`src/rtl/yuv422_packer.sv`:
```
// Packs a YUV 4:4:4 pixel stream into 4:2:2 words {Y0, U, Y1, V}.
// Chroma is averaged (rounded half-up) over horizontal pixel pairs; odd lines end with a padded word.
module yuv422_packer #(
  parameter int unsigned BW = 8
) (
  input  logic            clk,
  input  logic            rst,
  input  logic            i_valid,
  output logic            i_ready,
  input  logic [BW-1:0]   i_y,
  input  logic [BW-1:0]   i_u,
  input  logic [BW-1:0]   i_v,
  input  logic            i_last,
  output logic            o_valid,
  input  logic            o_ready,
  output logic [4*BW-1:0] o_data,
  output logic            o_last
);

  typedef enum logic {EVEN, ODD} state_t;

  state_t            state_q, state_d;
  logic [BW-1:0]     hold_y_q, hold_y_d;
  logic [BW-1:0]     hold_u_q, hold_u_d;
  logic [BW-1:0]     hold_v_q, hold_v_d;
  logic [4*BW-1:0]   data_q, data_d;
  logic              last_q, last_d;
  logic              valid_q, valid_d;

  logic              in_xfer;
  logic [BW:0]       u_sum, v_sum;

  assign i_ready = !valid_q || o_ready;
  assign in_xfer = i_valid && i_ready;

  assign o_valid = valid_q;
  assign o_data  = data_q;
  assign o_last  = last_q;

  // One extra bit keeps the rounding carry, so 255+255+1 averages to 255.
  assign u_sum = {1'b0, hold_u_q} + {1'b0, i_u} + {{BW{1'b0}}, 1'b1};
  assign v_sum = {1'b0, hold_v_q} + {1'b0, i_v} + {{BW{1'b0}}, 1'b1};

  always_comb begin
    state_d  = state_q;
    hold_y_d = hold_y_q;
    hold_u_d = hold_u_q;
    hold_v_d = hold_v_q;
    data_d   = data_q;
    last_d   = last_q;
    valid_d  = valid_q && !o_ready;

    if (in_xfer) begin
      unique case (state_q)
        EVEN: begin
          if (i_last) begin
            data_d  = {i_y, i_u, i_y, i_v};
            last_d  = 1'b1;
            valid_d = 1'b1;
          end else begin
            hold_y_d = i_y;
            hold_u_d = i_u;
            hold_v_d = i_v;
            state_d  = ODD;
          end
        end
        ODD: begin
          data_d  = {hold_y_q, u_sum[BW:1], i_y, v_sum[BW:1]};
          last_d  = i_last;
          valid_d = 1'b1;
          state_d = EVEN;
        end
        default: state_d = EVEN;
      endcase
    end
  end

  always_ff @(posedge clk or negedge rst) begin
    if (!rst) begin
      state_q  <= EVEN;
      hold_y_q <= '0;
      hold_u_q <= '0;
      hold_v_q <= '0;
      data_q   <= '0;
      last_q   <= 1'b0;
      valid_q  <= 1'b0;
    end else begin
      state_q  <= state_d;
      hold_y_q <= hold_y_d;
      hold_u_q <= hold_u_d;
      hold_v_q <= hold_v_d;
      data_q   <= data_d;
      last_q   <= last_d;
      valid_q  <= valid_d;
    end
  end

endmodule

```
`config.mk`:
```
export PLATFORM = sky130hd
export DESIGN_NAME = yuv422_packer
export DESIGN_NICKNAME = d
export VERILOG_FILES = /design/src/rtl/yuv422_packer.sv
export SDC_FILE = /design/constraint.sdc
export NUM_CORES = 1
export LEC_CHECK = 0
export CORE_MARGIN = 2
export CORE_UTILIZATION = 45
export DETAILED_ROUTE_END_ITERATION = 16
export HOLD_SLACK_MARGIN = 0.05
export PLACE_DENSITY = 0.7
export SLEW_MARGIN = 0
export SYNTH_ARGS = -nofsm -noshare
export SYNTH_HDL_FRONTEND = slang
export SYNTH_SLANG_ARGS = --single-unit
```
`constraint.sdc`:
```
create_clock -name clk -period 3.65 [get_ports clk]
set_input_delay 0.9125 -clock clk [delete_from_list [all_inputs] [get_ports clk]]
set_output_delay 0.9125 -clock clk [all_outputs]
set_load 0.01 [all_outputs]
```
==> out/qor.csv <==
stage;metric;value;unit
outcome;outcome;finished, final reports clean;
detailed_routing;vias per cell;5.32;
timing;Tmin final;3170;ps
worst_setup_path;Max stage delay on crit path;610;ps
clock_tree;CTS tree;done;
timing;crit share post-route;86.9;%
clock_tree;CTS Sinks;59;
worst_setup_path;Max FO, Critical Path;6;
floorplanning;# IOs;64;
finish;Filler cells;569;
detailed_routing;DR iter-0 viols;81;
power_and_ir_drop;Worst VDD drop;0.295;mV
clock_tree;clk slew on worst S/H paths;60;ps
timing;highest clock rate;0.315;GHz
synth;top_reg_cell synth;dfrtp_1;
synth;Syn Inst Count;276;
worst_setup_path;worst r2r path cells;7;
synth;synth top area cells;dfrtp_1, mux2_2, nand2_1, ha_1, mux2i_1;
floorplanning;die height;86.1;µm
placement;Post-DP HPWL;4090;µm
synth;top cell type's share of synthesized area;48.7;%
worst_setup_path;FF-to-FF Start;hold_u_q[0];
timing;relative slew slack;55.8;%
floorplanning;Core Rows;29;
timing;Worst Clk Skew;10.1;ps
synth;synth cell count leaders;dfrtp_1, nand2_1, mux2_2, o21ai_0, mux2i_1;
synth;Mapped Avg Cell Area;11.0;µm²
worst_setup_path;CP endpoint kind;output port;
finish;antenna cell count;0;
global_routing;vias in the first global route;2263;
worst_setup_path;flop-to-flop setup slack;1550;ps
worst_setup_path;critical-path cell list;clkdlybuf4s50_1, nand2b_1, clkdlybuf4s50_1;
synth;#FFs+latches synth;59;
flow_run;max-cap violations;0;
timing;final setup vio count;0;
clock_tree;latest clock arrival within the worst-skew pair;340;ps
clock_tree;CTS Hold Bufs;0;
worst_setup_path;reg2reg end;o_data[21];
finish;Area Overhead vs Synth;28.7;%
synth;synthesized area;0.00303;mm²
synth;synth warn;0;
floorplanning;core area;0.00642;mm²
worst_setup_path;Crit path arrival time;2260;ps
worst_setup_path;CP most frequent cell;clkdlybuf4s50_1;
timing;Slew Limit Fails;0;
detailed_routing;Pre-antenna DRT Iters;4;
global_routing;largest net degree at the start of global routing;53;
floorplanning;die area;0.00741;mm²
timing;Setup TNS;0;ps
worst_setup_path;Worst EP required;2740;ps
global_routing;first-pass GRT wire length;10400;µm
timing;RSZ-0062 raised after global routing;false;
synth;Post-Syn Nets;321;
power_and_ir_drop;total chip power;0.00258;W
placement;pre-CTS setup slack;470;ps
placement;routability cong.;0.883;
timing;worst-margin pin slew;663;ps
finish;share of cells above drive strength 1;15.1;%
power_and_ir_drop;power per cell area;662;mW/mm²
detailed_routing;# DRC;0;
placement;input/output buffers;63;
clock_tree;root buf cell;clkbuf_8;
global_routing;antenna violations before repair;0;
worst_setup_path;CP Class;in2out;
power_and_ir_drop;LEAKAGE;1.73;nW
synth;asr flop ratio synth;100;%
clock_tree;setup bufs post-CTS;0;
worst_setup_path;slowest CP cell;clkdlybuf4s50_1;
synth;most common cell in the netlist;dfrtp_1;
floorplanning;Die W;86.1;µm
detailed_routing;drt total wl;6200;µm
clock_tree;clk buf depth;2;
timing;final worst setup slack;477;ps
synth;register area share after synthesis;48.7;%
detailed_routing;Final ANT Viol Nets;0;
timing;Hold Fails Final Rpt;0;
min_path;Hold WC Path Type;in2async;
worst_setup_path;Startpoint Class;primary input;
clock_tree;post-cts resize count;0;
detailed_routing;WL per Instance;14.7;µm
finish;Storage cell area;0.00148;mm²
synth;dominant cell type by area after synthesis;dfrtp_1;
detailed_routing;DR vias;2243;
clock_tree;H-tree Lvls;3;
global_routing;Total GRT Usage;18.1;%
synth;Post-synth EDFFs;0;
global_routing;grt ovf;0;
floorplanning;Initial Util;47.2;%
finish;area taken by multi-input logic gates;0.00148;mm²
finish;Nets;385;
worst_setup_path;Setup crit start;o_ready;
clock_tree;CTS buffer count;9;
synth;Yosys cell types;38;
==> per-layer routing <==
layer | vias to the layer above | GRT usage [%] | wire length, µm | part of all wire [%]
met5 | - | 0 | 0 | 0
met4 | 0 | 9.81 | 146 | 2.4
met3 | 13 | 3.37 | 211 | 3.4
met2 | 38 | 28.7 | 2910 | 47
met1 | 1091 | 23.4 | 2930 | 47
li1 | 1101 | - | - | -
==> through the flow <==
| stage | std cells | hold slack [ps] | instance area, µm² | utilization, % |
|---|---|---|---|---|
| final | 422 | 401 | 3900 | 60.7 |
| after global routing | 422 | 397 | 3900 | 60.7 |
| after CTS | 422 | 395 | 3900 | 60.7 |
| after detailed placement | 406 | 461 | 3700 | 57.7 |
| after global placement | 406 | 458 | 3700 | 57.7 |
| after floorplan | 276 | 479 | 3030 | - |
==> report_power, final <==
part / total (W) / internal, W / leakage, nW / switching, W
clock: 0.000590 / 0.000330 / 0.0991 / 0.000260
sequential: 0.000974 / 0.000863 / 0.711 / 0.000111
combinational: 0.00102 / 0.000552 / 0.920 / 0.000467
total: 0.00258 / 0.00175 / 1.73 / 0.000837
==> worst max-delay path by stage <==
stage	to
after floorplan	o_data[21]
after global placement	i_ready
after detailed placement	i_ready
after CTS	i_ready
after global routing	i_ready
final	i_ready
==> sequential cells by signal, summed over array words and instances (netlist names) <==
name / cells
hold_u_q: 8
hold_v_q: 8
o_last: 1
hold_y_q: 8
o_valid: 1
state_q: 1
o_data: 32
==> final cells by class <==
cell class,instances,area share (%)
repair buffers,67,16.8
multi-input cells,203,37.9
well taps,77,2.47
clock inverters,5,1.35
flip-flops and latches,59,37.9
clock buffers,11,3.63
==> cell usage in the layout (no fill, tap or decap), drive strengths merged, types with 3 or more instances in the layout <==
master         synthesis  layout
clkbuf                 2      11
nand2                 56      56
mux2i                 16      16
clkinv                 0       3
buf                   12       5
o21ai                 25      25
mux2                  24      24
xnor2                  5       5
ha                    14      14
clkdlybuf4s50          0      62
dfrtp                 59      59
a21o                   6       6
a31oi                  4       4
nor3b                  7       7
xor2                   5       5
a21oi                 12      12
nor2                   4       4
==> critical path, delay by kind of cell <==
family	cells	cell delay, ps
buf+inv	2	1050
simple gates	1	300
==> logic make-up after synthesis <==
kind of cell	share of synthesized area, %
AND/OR/NAND/NOR	13.3
flip-flops	48.7
adder cells (fa/ha/maj)	7.10
AO/OA/AOI/OAI	11.3
multiplexers	14.2
buffers and inverters	2.56
XOR/XNOR	2.89
Note: power is estimated with default switching activity, not from simulation.
==> patch (same flow settings) <==
Make the reset (`rst`) synchronous in one clocked block.
--- a/src/rtl/yuv422_packer.sv
+++ b/src/rtl/yuv422_packer.sv
@@ -75,7 +75,7 @@
     end
   end
 
-  always_ff @(posedge clk or negedge rst) begin
+  always_ff @(posedge clk) begin
     if (!rst) begin
       state_q  <= EVEN;
       hold_y_q <= '0;
Behaviour: differs if rst is asserted again (counterexample within 4 cycles, from zero or initial values and one cycle with rst low); with rst held inactive, the same outputs for 10 cycles.
==> patch against the unedited design <==
  * Area after synthesis decreased by 10%
  * Design area fell by 7.6%
  * Synthesized cell count rose by 12%
  * Wire length grew 3.6%
  * Critical path depth stayed put
  * Setup slack improved by 170 ps
  * Sequential cell count unchanged
  * Largest cell class is now multi-input combinational cells
Power is not compared: it rests on default switching activity, and its combinational part moved more than twofold at a synthesized area within 25%.
==> patch: results (changes against the unedited design) <==
insertion_delay_ps: 340  # about the same
ant_nets: 0  # unchanged
vias_per_cell: 5.34  # +0.45%
synthArstFlopShare: 0  # -1.00
htree_num_levels: 3  # unchanged
worstMarginPinSlew_ps: 1090  # +425 ps
numCtsBuffers: 9  # unchanged
ys_top_cells_by_count: "nand2_1, dfxtp_1, a21oi_1"
synth.distinct_cells: 35  # -7.9%
drt-initial-drc-count: 140  # +73%
syn-num-nets: 353  # +10%
ys_seq_area_frac: 0.433  # -0.0544
vias: 2392  # +6.6%
largest_register_ffs: 32  # unchanged
power.leakage_nw: 1.44
route.met2.wl_um: 2810  # -3.3%
cp_max_fo: 5  # -1
met1Wirelength_um: 3090  # +5.4%
place_ws_ps: 433  # -36.7 ps
cts_buffer_depth: 2  # unchanged
place_congestion: 0.779  # -12%
cp_slowest_cell: "clkdlybuf4s50_1"
max_stage_delay_ps: 560  # -50 ps
crit_arrival_ps: 2090  # -170 ps
post-cts-setup-buffer-count: 0  # unchanged
hpwlAfterDp_um: 4320  # +5.6%
r2r_cells: 6  # -1
reg2reg_to: "o_data[23]$_SDFFE_PN0P_"
r2r-start: "hold_u_q[0]$_SDFFE_PN0P_"
place_inst: 434  # +6.9%
grt_max_degree: 39  # -26%
routed_wl_um: 6430  # +3.6%
synth_area_leaders: "dfxtp_1, nand2_1, ha_1"
min_from: "o_data[27]$_SDFFE_PN0P_"
diodes: 0  # unchanged
drive_gt1_frac: 0.0697  # -0.0810
firstDrtPassIters: 4  # unchanged
synth_warnings: 0  # unchanged
post_cts_resize_count: 0  # unchanged
grt_pass1_wl_um: 10500  # +1.4%
antenna_found_initial: 0  # unchanged
portBuffers: 63  # unchanged
whs_path_depth: 2
grt_use_total: 0.209  # +0.0279
rrSetupSlack_ps: 1520  # -30 ps
skew_ps: 6.96  # -3.19 ps
root_buffer: "clkbuf_8"
tns_ps: 0  # unchanged
outcome: "finished clean"
nets: 415  # +7.8%
clk_pin_slew_ps: 60  # about the same
grt_pass1_vias: 2220  # -1.9%
syn_inst: 308  # +12%
hp-class: "flip-flop to flip-flop"
wl_met3_um: 421  # +100%
==> patch: power breakdown <==
| group | internal (mW) | switching [mW] |
|---|---|---|
| Combinational | 0.150 | 0.146 |
| Clock | 0.272 | 0.248 |
| Sequential | 0.684 | 0.0213 |
| Total | 1.11 | 0.415 |
==> patch: through the flow <==
stage	hold WS (ps)	cell area (um2)	utilization	power, mW
after floorplan	436	2730	-	0.885
after global placement	434	3430	0.584	1.01
after detailed placement	442	3430	0.584	1.02
after CTS	451	3600	0.612	1.54
after global routing	468	3600	0.612	1.60
final	446	3600	0.612	1.52
==> patch: how the worst max path moves through the flow <==
stage               startpoint                     end  slack [ps]
finish                 o_ready                 i_ready         650
global route           o_ready                 i_ready         620
CTS                    o_ready                 i_ready         650
detailed placement      i_v[0]  o_data[7]$_SDFFE_PN0P_         430
global placement        i_v[0]  o_data[7]$_SDFFE_PN0P_         500
floorplan               i_v[0]  o_data[7]$_SDFFE_PN0P_        1000
==> patch: cells by family (layout without fill, tap and decap cells) <==
logic type / Yosys count / after routing / share of synthesized area
muxes: 16 / 16 / 0.0587
AOI/OAI and AO/OA: 86 / 86 / 0.204
adders and majority gates: 16 / 16 / 0.0789
xor gates and xnor gates: 10 / 10 / 0.0321
DFF: 59 / 59 / 0.433
and+or+nand+nor: 101 / 101 / 0.165
buffers and inverters: 20 / 85 / 0.0293
==> patch: final cells by class <==
| class | instances | area, um2 |
|---|---|---|
| clock buffers | 11 | 151 |
| clock inverters | 3 | 15.0 |
| fillers | 509 | 2280 |
| inverters | 3 | 11.3 |
| multi-input cells | 229 | 1470 |
| flip-flops and latches | 59 | 1180 |
| well taps | 75 | 93.8 |
| repair buffers | 68 | 681 |
==> patch: metal layers <==
layer,up-vias,GRT usage
li1,1212,-
met1,1096,0.261
met2,70,0.328
met3,14,0.0758
met4,0,0.0800
met5,-,0
==> patch: critical path: cells and delay by family <==
family,cells,cell delay [ps]
buf+inv,2,1010
simple gates,1,170
